**config.mk**
```make
export PLATFORM = sky130hd
export DESIGN_NAME = seg_mux_driver
export DESIGN_NICKNAME = d
export VERILOG_FILES = /design/src/rtl/seg_pkg.sv /design/src/rtl/hex_seg_decoder.sv /design/src/rtl/seg_mux_driver.sv
export SDC_FILE = /design/constraint.sdc
export NUM_CORES = 1
export LEC_CHECK = 0
export CAP_MARGIN = 15
export CORE_MARGIN = 1
export CORE_UTILIZATION = 45
export DETAILED_ROUTE_END_ITERATION = 10
export HOLD_SLACK_MARGIN = 0.02
export PLACE_DENSITY = 0.68
export RECOVER_POWER = 100
export REMOVE_ABC_BUFFERS = 1
export SLEW_MARGIN = 20
export SYNTH_ARGS = -nofsm -noshare
export SYNTH_HDL_FRONTEND = slang
export SYNTH_SLANG_ARGS = --single-unit
```
**constraint.sdc**
```tcl
create_clock -name CLK -period 2.61 [get_ports CLK]
set_input_delay 0.522 -clock CLK [delete_from_list [all_inputs] [get_ports CLK]]
set_output_delay 0.522 -clock CLK [all_outputs]
set_load 0.05 [all_outputs]
```
**src/rtl/seg_pkg.sv**
```systemverilog
// Shared constants for the seven-segment driver: hex glyph table, segment bit
// positions and the blank glyph. Glyphs are active-high, bit order {g,f,e,d,c,b,a}.
package seg_pkg;

  localparam int SEG_A = 0;
  localparam int SEG_B = 1;
  localparam int SEG_C = 2;
  localparam int SEG_D = 3;
  localparam int SEG_E = 4;
  localparam int SEG_F = 5;
  localparam int SEG_G = 6;

  localparam logic [6:0] GLYPH_BLANK = 7'h00;

  // Entry n is the glyph for hex digit n; the first element listed is entry 15.
  localparam logic [15:0][6:0] HEX_GLYPH = {
    7'h71, 7'h79, 7'h5E, 7'h39, 7'h7C, 7'h77, 7'h6F, 7'h7F,
    7'h07, 7'h7D, 7'h6D, 7'h66, 7'h4F, 7'h5B, 7'h06, 7'h3F
  };

  function automatic logic [6:0] seg_drive(input logic [6:0] glyph_hi, input logic active_low);
    return active_low ? ~glyph_hi : glyph_hi;
  endfunction

endpackage

```
**src/rtl/hex_seg_decoder.sv**
```systemverilog
// Combinational hex nibble to active-high seven-segment glyph {g,f,e,d,c,b,a}.
module hex_seg_decoder
  import seg_pkg::*;
(
  input  logic [3:0] nibble,
  output logic [6:0] glyph
);

  assign glyph = HEX_GLYPH[nibble];

endmodule

```
**src/rtl/seg_mux_driver.sv**
```systemverilog
// Time-multiplexed DIGITS-digit seven-segment driver with dead time and tear-free loads.
// Optional leading-zero blanking is enabled by defining SEG_LEADING_ZERO_BLANK_EN.
module seg_mux_driver
  import seg_pkg::*;
#(
  parameter int DIGITS       = 8,
  parameter int REFRESH_DIV  = 100000,
  parameter int BLANK_CYCLES = 16,
  parameter int ACTIVE_LOW   = 1
) (
  input  logic                  CLK,
  input  logic                  RST_N,
  input  logic                  EN,
  input  logic                  LOAD,
  input  logic [4*DIGITS-1:0]   VALUE,
  input  logic [DIGITS-1:0]     DP,
  input  logic [DIGITS-1:0]     BLANK,
  output logic [DIGITS-1:0]     AN,
  output logic [6:0]            SEG,
  output logic                  DP_OUT,
  output logic                  FRAME
);

  localparam int CNT_W = (REFRESH_DIV > 1) ? $clog2(REFRESH_DIV) : 1;
  localparam int IDX_W = $clog2(DIGITS);
  localparam logic [CNT_W-1:0] CNT_LAST = CNT_W'(REFRESH_DIV - 1);
  localparam logic [CNT_W-1:0] CNT_LIT  = CNT_W'(BLANK_CYCLES);
  localparam logic [IDX_W-1:0] IDX_LAST = IDX_W'(DIGITS - 1);
  localparam logic             POL      = (ACTIVE_LOW != 0);

  logic [CNT_W-1:0]    cnt_p0;
  logic [IDX_W-1:0]    idx_p0;
  logic [4*DIGITS-1:0] pend_val;
  logic [DIGITS-1:0]   pend_dp;
  logic [DIGITS-1:0]   pend_blank;
  logic                pend_flag;
  logic [4*DIGITS-1:0] shadow_val_p0;
  logic [DIGITS-1:0]   shadow_dp_p0;
  logic [DIGITS-1:0]   shadow_blank_p0;
  logic                wrap_p0;
  logic                bnd_p0;
  logic                frame_due;

  logic [3:0]          nib_p0;
  logic                dp_sel_p0;
  logic                blk_sel_p0;
  logic                lz_p0;
  logic                blank_p0;
  logic [6:0]          glyph_p0;
  logic [6:0]          seg_hi_p0;
  logic                dp_hi_p0;
  logic [DIGITS-1:0]   an_hi_p0;

  logic [DIGITS-1:0]   an_p1;
  logic [6:0]          seg_p1;
  logic                dp_p1;
  logic                frame_p1;

  // ---- stage p0: scan state, load path and digit selection ----
  assign wrap_p0 = EN && (cnt_p0 == CNT_LAST);
  assign bnd_p0  = wrap_p0 && (idx_p0 == IDX_LAST);

  always_ff @(posedge CLK) begin
    if (!RST_N) begin
      cnt_p0 <= '0;
      idx_p0 <= '0;
    end else if (EN) begin
      if (wrap_p0) begin
        cnt_p0 <= '0;
        idx_p0 <= (idx_p0 == IDX_LAST) ? '0 : idx_p0 + 1'b1;
      end else begin
        cnt_p0 <= cnt_p0 + 1'b1;
      end
    end
  end

  // Shadow only changes on the frame boundary, so one frame never mixes two loads.
  always_ff @(posedge CLK) begin
    if (!RST_N) begin
      pend_val        <= '0;
      pend_dp         <= '0;
      pend_blank      <= '0;
      pend_flag       <= 1'b0;
      shadow_val_p0   <= '0;
      shadow_dp_p0    <= '0;
      shadow_blank_p0 <= '0;
    end else if (bnd_p0) begin
      if (LOAD) begin
        shadow_val_p0   <= VALUE;
        shadow_dp_p0    <= DP;
        shadow_blank_p0 <= BLANK;
      end else if (pend_flag) begin
        shadow_val_p0   <= pend_val;
        shadow_dp_p0    <= pend_dp;
        shadow_blank_p0 <= pend_blank;
      end
      pend_flag <= 1'b0;
    end else if (LOAD) begin
      pend_val   <= VALUE;
      pend_dp    <= DP;
      pend_blank <= BLANK;
      pend_flag  <= 1'b1;
    end
  end

  always_comb begin
    nib_p0     = 4'h0;
    dp_sel_p0  = 1'b0;
    blk_sel_p0 = 1'b0;
    for (int k = 0; k < DIGITS; k++) begin
      if (idx_p0 == IDX_W'(k)) begin
        nib_p0     = shadow_val_p0[4*k +: 4];
        dp_sel_p0  = shadow_dp_p0[k];
        blk_sel_p0 = shadow_blank_p0[k];
      end
    end
  end

`ifdef SEG_LEADING_ZERO_BLANK_EN
  logic [IDX_W-1:0] msd_p0;

  always_comb begin
    msd_p0 = '0;
    for (int k = 0; k < DIGITS; k++) begin
      if (shadow_val_p0[4*k +: 4] != 4'h0) msd_p0 = IDX_W'(k);
    end
  end

  // A lit decimal point keeps an otherwise leading zero visible.
  assign lz_p0 = (idx_p0 > msd_p0) && !dp_sel_p0;
`else
  assign lz_p0 = 1'b0;
`endif

  hex_seg_decoder u_dec (
    .nibble (nib_p0),
    .glyph  (glyph_p0)
  );

  assign blank_p0  = blk_sel_p0 | lz_p0;
  assign seg_hi_p0 = blank_p0 ? GLYPH_BLANK : glyph_p0;
  assign dp_hi_p0  = !blank_p0 && dp_sel_p0;
  assign an_hi_p0  = (EN && (cnt_p0 >= CNT_LIT)) ? (DIGITS'(1) << idx_p0) : '0;

  // ---- stage p1: registered pin drive ----
  always_ff @(posedge CLK) begin
    if (!RST_N) begin
      an_p1     <= {DIGITS{POL}};
      seg_p1    <= {7{POL}};
      dp_p1     <= POL;
      frame_p1  <= 1'b0;
      frame_due <= 1'b0;
    end else begin
      an_p1    <= an_hi_p0 ^ {DIGITS{POL}};
      seg_p1   <= seg_drive(seg_hi_p0, POL);
      dp_p1    <= dp_hi_p0 ^ POL;
      // FRAME lines up with the first registered slot-0 outputs of the new frame.
      frame_p1 <= EN && frame_due;
      if (EN) frame_due <= bnd_p0;
    end
  end

  assign AN     = an_p1;
  assign SEG    = seg_p1;
  assign DP_OUT = dp_p1;
  assign FRAME  = frame_p1;

endmodule

```
==> summary.md, run 1 <==
| Metric | Value |
|---|---|
| PortBufs | about 70 |
| Warnings from Yosys | 0 |
| Slew margin rel. | 0.6017 |
| Async set-reset flop share out of synthesis | 0 |
| Mapped Area | roughly 6400 µm² |
| RSZ-0062 raised after global routing | no |
| Die height | 121.4 µm |
| Post-route cell area | a little over 8000 µm² |
| Final setup vio count | 0 |
| CTS tree | done |
| Commonest non-fill, non-tap cell in the layout | dfxtp_1 |
| Max cap viols | 0 |
| CTS Root Cell | clkbuf_16 |
| Slew @ Worst Pin | 0.5974 ns |
| Peak Freq | a little over 400 MHz |
| Share of post-route cells with drive strength above 1 | 0.1280 |
| Worst path most repeated cell | ha_1 |
| DRC Markers | 0 |
| Post-route minimum period | 2.468 ns |
| Leak | between 3 and 4 nW |
| Clock power frac | 0.493 |
| Die area | 14730 µm² |
| Vias/cell | a little over 5 |
| Overall routing resource usage | 0.2007 |
| CP max-delay cell | dfxtp_2 |
| Largest net degree at the start of global routing | 70 |
| ANT cells | 0 |
| Cell Int Power | 0.003873 W |
| Post-synthesis mux area share | 0.1597 |
| Htree depth | 4 |
| Core Region | 13880 µm² |
| Crit path cell chain | ha_1, ha_2, buf_4, nor2_1, a32oi_1, o22a_1, o31a_1, ha_1, mux2_2, nand2_1, o211ai_1 |
| Nets | just over 800 |
| Initial Util | 0.4618 |
| First-iteration detailed-routing DRC count | about 260 |
| Switching power total | 0.001031 W |
| Synth Area in XOR/XNOR | 0.01640 |
| Combinational share of power | 0.070 |
| Yosys reg bits | 135 |
| Mapped Cells | 659 |
| I/O pin count | 69 |
| Hold WC Path Type | reg -> reg |
| Reg clk slew, reported paths | 0.06 ns |
| Synth Area in Compound Gates | 0.1484 |
| Critical path endpoint category | register |
| Syn avg cell area | 9.727 µm² |
| Gpl congestion | 0.9284 |
| Pwr per Cell Area | around 610 nW/µm² |
| Most frequent cells in the layout | dfxtp_1 (134), mux2i_1 (100), nand2_1 (81) |
| CTS Hold Bufs | 0 |
| Register area share after synthesis | 0.4216 |
| Clock Path Buffers | 2 |
| DR vias | between 4k and 5k |
| Routed len/inst | 14.68 µm |
| Sink Count | 135 |
| Clk_skew | 0.006562 ns |
| Die X | approximately 120 µm |
| Unique masters post-synth | 55 |
| P&R area growth vs syn | 25.94% |
| Worst Path Required | 2.89 ns |
| Reg power frac | 0.437 |
| Dpl hpwl | 9793 µm |
| CP delay by family, top | compound AO/OA/AOI/OAI gates |
| Final hold violation count | 0 |
| Antenna violations before repair | 0 |
| Critical path class | reg -> reg |
| Dominant cells by area after synthesis | dfxtp_1 (42%), mux2i_1 (16%), o211a_1 (7.8%) |
| CP peak stage delay | 0.34 ns |
| Drt first pass iters | 4 |
| Area after DPL | approximately 7400 µm² |
| Post-Synth Adder-Cell Area | 0.02733 |
| Startpoint Class | register |
| Crit share post-route | 0.9456 |
| Vias in the first global route | a little under 5k |
| First-pass GRT wire length | about 23000 µm |
| DRT Wirelength | between 10000 and 15000 µm |
| CTS Buf Count | 17 |
| Most common flop cell mapped by yosys | dfxtp_1 |
| Final slew viol count | 0 |
| WP data arrival | 2.75 ns |
| FP Rows | 43 |
| Largest family of logic cells by synthesized area | simple AND/OR/NAND/NOR gates |
| Crit path buf inv count | 1 |
| Post-synth top area cell | dfxtp_1 |
| Hold WS | 0.4827 ns |
| Post-CTS setup buffers | 0 |
| Simple-gate share of the synthesized area | 0.1688 |
| Status | finished clean |
| Peak supply drop | between 0.0004 and 0.0005 V |
| Post-synth EDFFs | 0 |
| Clock Latency Late Sink | 0.42 ns |
| Post-synth top area share | 0.4216 |
| CP max FO | 5 |
| Routed Antenna Nets | 0 |
| GRT overflow | 0 |
| Sw Share | 0.2103 |
-- flip-flops by register name, indices dropped and copies added (netlist names), 3 cells and up --
| name | flops |
|---|---|
| pend_val | 32 |
| shadow_val_p0 | 32 |
| pend_dp | 8 |
| shadow_blank_p0 | 8 |
| SEG | 7 |
| pend_blank | 8 |
| shadow_dp_p0 | 8 |
| idx_p0 | 3 |
| cnt_p0 | 17 |
| AN | 8 |
-- logic make-up (layout without fill, tap and decap cells) --
family                     Yosys count  in the layout
AOI/OAI and AO/OA                  116            116
xor gates and xnor gates            12             12
and+or+nand+nor                    215            215
DFF                                135            135
adders and majority gates           14             14
buffers and inverters               65            164
muxes                              102            102
-- cell type report --
class / instances / area, µm²
well taps: 180 / 225.2
inverters: 14 / 52.55
flip-flops and latches: 135 / 2704
repair buffers: 118 / 1095
clock inverters: 8 / 120.1
fillers: 1207 / 5808
clock buffers: 24 / 481.7
multi-input cells: 459 / 3395
-- layer usage --
metal | wire [µm] | vias up | global-route usage
met4 | 133 | 0 | 0.06867
met1 | 6736 | 2275 | 0.2539
li1 | - | 2500 | -
met3 | 510 | 9 | 0.05169
met5 | 0 | - | 0
met2 | 6391 | 85 | 0.3292
-- synth_stat cells (11+ instances only) --
master	count
nor2_1	26
a21oi_1	16
o211a_1	50
clkbuf_1	22
mux2i_1	100
buf_2	11
ha_1	14
nor2b_1	57
inv_1	14
o21ai_0	14
dfxtp_1	135
nand2_1	81
-- stage by stage --
| stage | power (W) | worst slack [ns] | utilization | cells | setup TNS [ns] |
|---|---|---|---|---|---|
| floorplan | 0.002350 | -0.8627 | - | 608 | -61.15 |
| global placement | 0.002528 | 0.03813 | 0.5364 | 906 | 0 |
| detailed placement | 0.002538 | -0.03728 | 0.5364 | 906 | -0.06763 |
| CTS | 0.004965 | 0.02415 | 0.5809 | 938 | 0 |
| global route | 0.005099 | 0.01821 | 0.5816 | 938 | 0 |
| finish | 0.004904 | 0.1419 | 0.5816 | 938 | 0 |
-- repair_timing --
item / 4_1_cts / 5_1_grt
pin swaps: 1 / 1
endpoints found under the setup margin: 3 / 7
resized for setup: 4 / 14
-- worst paths after layout --
kind | start | to | slack (ns) | cells after the start
worst max register to register | idx_p0[0]$_SDFFE_PN0P_ | SEG[6]$_SDFF_PN1_ | 0.14 | 11
worst min register to register | frame_due$_SDFFE_PN0P_ | FRAME$_SDFF_PN0_ | 0.48 | 1
worst max-delay path | idx_p0[0]$_SDFFE_PN0P_ | SEG[6]$_SDFF_PN1_ | 0.14 | 11
worst min-delay path | frame_due$_SDFFE_PN0P_ | FRAME$_SDFF_PN0_ | 0.48 | 1
-- power groups by stage --
stage | clock network (W) | logic (W) | registers [W]
after global routing | 0.00258 | 0.000376 | 0.00215
after CTS | 0.00247 | 0.000354 | 0.00214
after global placement | 0 | 0.000344 | 0.00218
after detailed placement | 0 | 0.000352 | 0.00219
final | 0.00242 | 0.000345 | 0.00214
after floorplan | 0 | 0.000154 | 0.00220
(Power assumes the default switching activity.)
==> inputs of run 2 (changes only) <==
CORE_MARGIN = 8   (was 1)
==> run 2 against run 1 <==
Effect of this change: flip-flop and latch count unchanged; cell area decreased by 2.0%; non-clock buffer count decreased by 2; hold slack got worse by 0.0014 ns; via count increased by 0.47%; register-to-register slack about the same; global-route usage decreased by 3.9 points; maximum frequency decreased by 0.35%; combinational power decreased by 1%; critical endpoint unchanged.
==> summary.md, run 2 (synthesis gave the netlist of run 1 again) <==
| Metric | Value |
|---|---|
| Status | finished clean |
| Crit share post-route | 0.9489 |
| FP Rows | 43 |
| Final hold violation count | 0 |
| Crit path from | idx_p0[0]$_SDFFE_PN0P_ |
| Startpoint Class | register |
| First-pass GRT wire length | around 24000 µm |
| Leak | 3.718 nW |
| Reg clk slew, reported paths | 0.05 ns |
| DRC Markers | 0 |
| Htree depth | 4 |
| Vias in the first global route | roughly 5.0k |
| Reg power frac | 0.457 |
| Peak Freq | 403.8 MHz |
| Clock power frac | 0.470 |
| Largest net degree at the start of global routing | 71 |
| WP data arrival | roughly 2.8 ns |
| CTS Buf Count | 17 |
| Combinational share of power | 0.073 |
| RR Startpoint | idx_p0[0]$_SDFFE_PN0P_ |
| CP max-delay cell | dfxtp_2 |
| Worst Path Required | 2.90 ns |
| Clock Latency Late Sink | 0.42 ns |
| Post-route minimum period | ~2.5 ns |
| Critical path class | reg -> reg |
| Crit path buf inv count | 1 |
| PortBufs | 68 |
| Routed len/inst | 15.32 µm |
| Hold WS | 0.4813 ns |
| DR vias | 4892 |
| GRT overflow | 0 |
| Hold WC Path Type | reg -> reg |
| Peak supply drop | 0.0004757 V |
| Antenna violations before repair | 0 |
| Busiest grt layer | met2 |
| Met3 usage | 0.04451 |
| Sw Share | 0.2219 |
| Initial Util | 0.4618 |
| I/O pin count | 69 |
| First-iteration detailed-routing DRC count | around 230 |
| CTS Root Cell | clkbuf_16 |
| CP peak stage delay | 0.34 ns |
| M1 GR Usage | 0.2011 |
| FF+latch area | 2704 µm² |
| P&R area growth vs syn | 23.46% |
| Met2 usage | 0.2644 |
| Drt first pass iters | 5 |
| Gpl congestion | 0.8549 |
| Sink Count | 135 |
| CP delay by family, top | adder cells |
| Dpl hpwl | between 10000 and 15000 µm |
| Worst path most repeated cell | ha_1 |
| Dpl cells | 904 |
| Final slew viol count | 0 |
| CTS tree | done |
| Routed Antenna Nets | 0 |
| Layout fillers | approximately 1.2k |
| Clk_skew | approximately 0.011 ns |
| CP max FO | 5 |
| Slew @ Worst Pin | 0.6009 ns |
| Most frequent cells in the layout | dfxtp_1 (134), mux2i_1 (100), nand2_1 (81) |
| Top flop regs | pend_val x32, shadow_val_p0 x32, cnt_p0 x17 |
| Layout Cells excl Fill | about 940 |
| Vias/cell | 5.226 |
| Area of the multi-input gates | 3367 µm² |
| Max cap viols | 0 |
| DRT Wirelength | 14340 µm |
| Cell Int Power | ~0.0036 W |
| Core Region | 13880 µm² |
| ANT cells | 0 |
| RSZ-0062 raised after global routing | no |
| Critical path endpoint category | register |
| Die area | 18320 µm² |
| Final setup vio count | 0 |
| Die X | 135.4 µm |
| Switching power total | slightly above 0.001 W |
| Die height | about 140 µm |
| Clock Path Buffers | 2 |
| Nets | 809 |
| Commonest non-fill, non-tap cell in the layout | dfxtp_1 |
| Crit path cell chain | ha_1, ha_2, or2_2, a221oi_1, o22ai_1, a21oi_1, inv_1, ha_1, mux2_2, nand2_1, o211ai_1 |
| Pwr per Cell Area | 591.7 nW/µm² |
| Slew margin rel. | 0.5994 |
| Post-CTS setup buffers | 0 |
| Share of post-route cells with drive strength above 1 | 0.1164 |
| Overall routing resource usage | 0.1621 |
| HP Start | frame_due$_SDFFE_PN0P_ |
## run 2: changes by cell type in the layout (fill, tap and decap cells not counted), moves of 2 or more
cell       change
ha_2           -3
clkbuf_4       +2
clkinv_2       +3
buf_12         -5
bufinv_16      -2
ha_1           +4
a21oi_2        -2
a21oi_1        +2
## run 2: final timing paths
path	endpoint	slack, ns	cells past startpoint
setup / recovery	SEG[6]$_SDFF_PN1_	0.13	11
hold / removal	FRAME$_SDFF_PN0_	0.48	1
setup reg to reg	SEG[6]$_SDFF_PN1_	0.13	11
hold reg to reg	FRAME$_SDFF_PN0_	0.48	1
## run 2: final cells by class
class / count / area share
sequential: 135 / 0.3417
clock buffer: 23 / 0.05913
inverter: 14 / 0.006640
clock inverter: 9 / 0.009644
timing repair buffer: 116 / 0.1290
tap: 180 / 0.02846
multi-input combinational: 459 / 0.4255
## run 2: metrics by stage
stage | area, µm² | TNS (ns) | total power [W] | worst slack [ns] | utilization
final | 7914 | 0 | 0.004683 | 0.1333 | 0.5701
after global routing | 7914 | 0 | 0.004875 | 0.01150 | 0.5701
after detailed placement | 7406 | -2.079 | 0.002538 | -0.1282 | 0.5335
after global placement | 7406 | -0.7774 | 0.002526 | -0.02819 | 0.5335
after floorplan | 6092 | -61.15 | 0.002350 | -0.8627 | -
after CTS | 7956 | 0 | 0.004741 | 0.01350 | 0.5732
## run 2: worst register-to-register path, delay by kind of cell, from the launching register on
family | cells | cell delay, ns
DFF | 1 | 0.34
muxes | 1 | 0.27
buffers and inverters | 1 | 0.11
adders and majority gates | 3 | 0.64
and+or+nand+nor | 2 | 0.34
AOI/OAI and AO/OA | 4 | 0.64
## run 2: timing repair
item,4_1_cts,5_1_grt
endpoints found under the hold margin,0,0
hold buffers,0,0
resized for setup,1,11
pin swaps,0,0
setup endpoints to repair,2,7
## run 2: power by group through the flow
stage / Clock, W / Sequential [W] / Combinational (W)
finish: 0.00220 / 0.00214 / 0.000341
global route: 0.00236 / 0.00215 / 0.000372
CTS: 0.00225 / 0.00214 / 0.000353
detailed placement: 0 / 0.00219 / 0.000352
global placement: 0 / 0.00218 / 0.000342
floorplan: 0 / 0.00220 / 0.000154
## run 2: per-layer routing
metal / wire length [µm] / vias up
met5: 0 / -
met4: 178 / 0
met3: 804 / 13
met2: 6565 / 90
met1: 6787 / 2300
li1: - / 2489
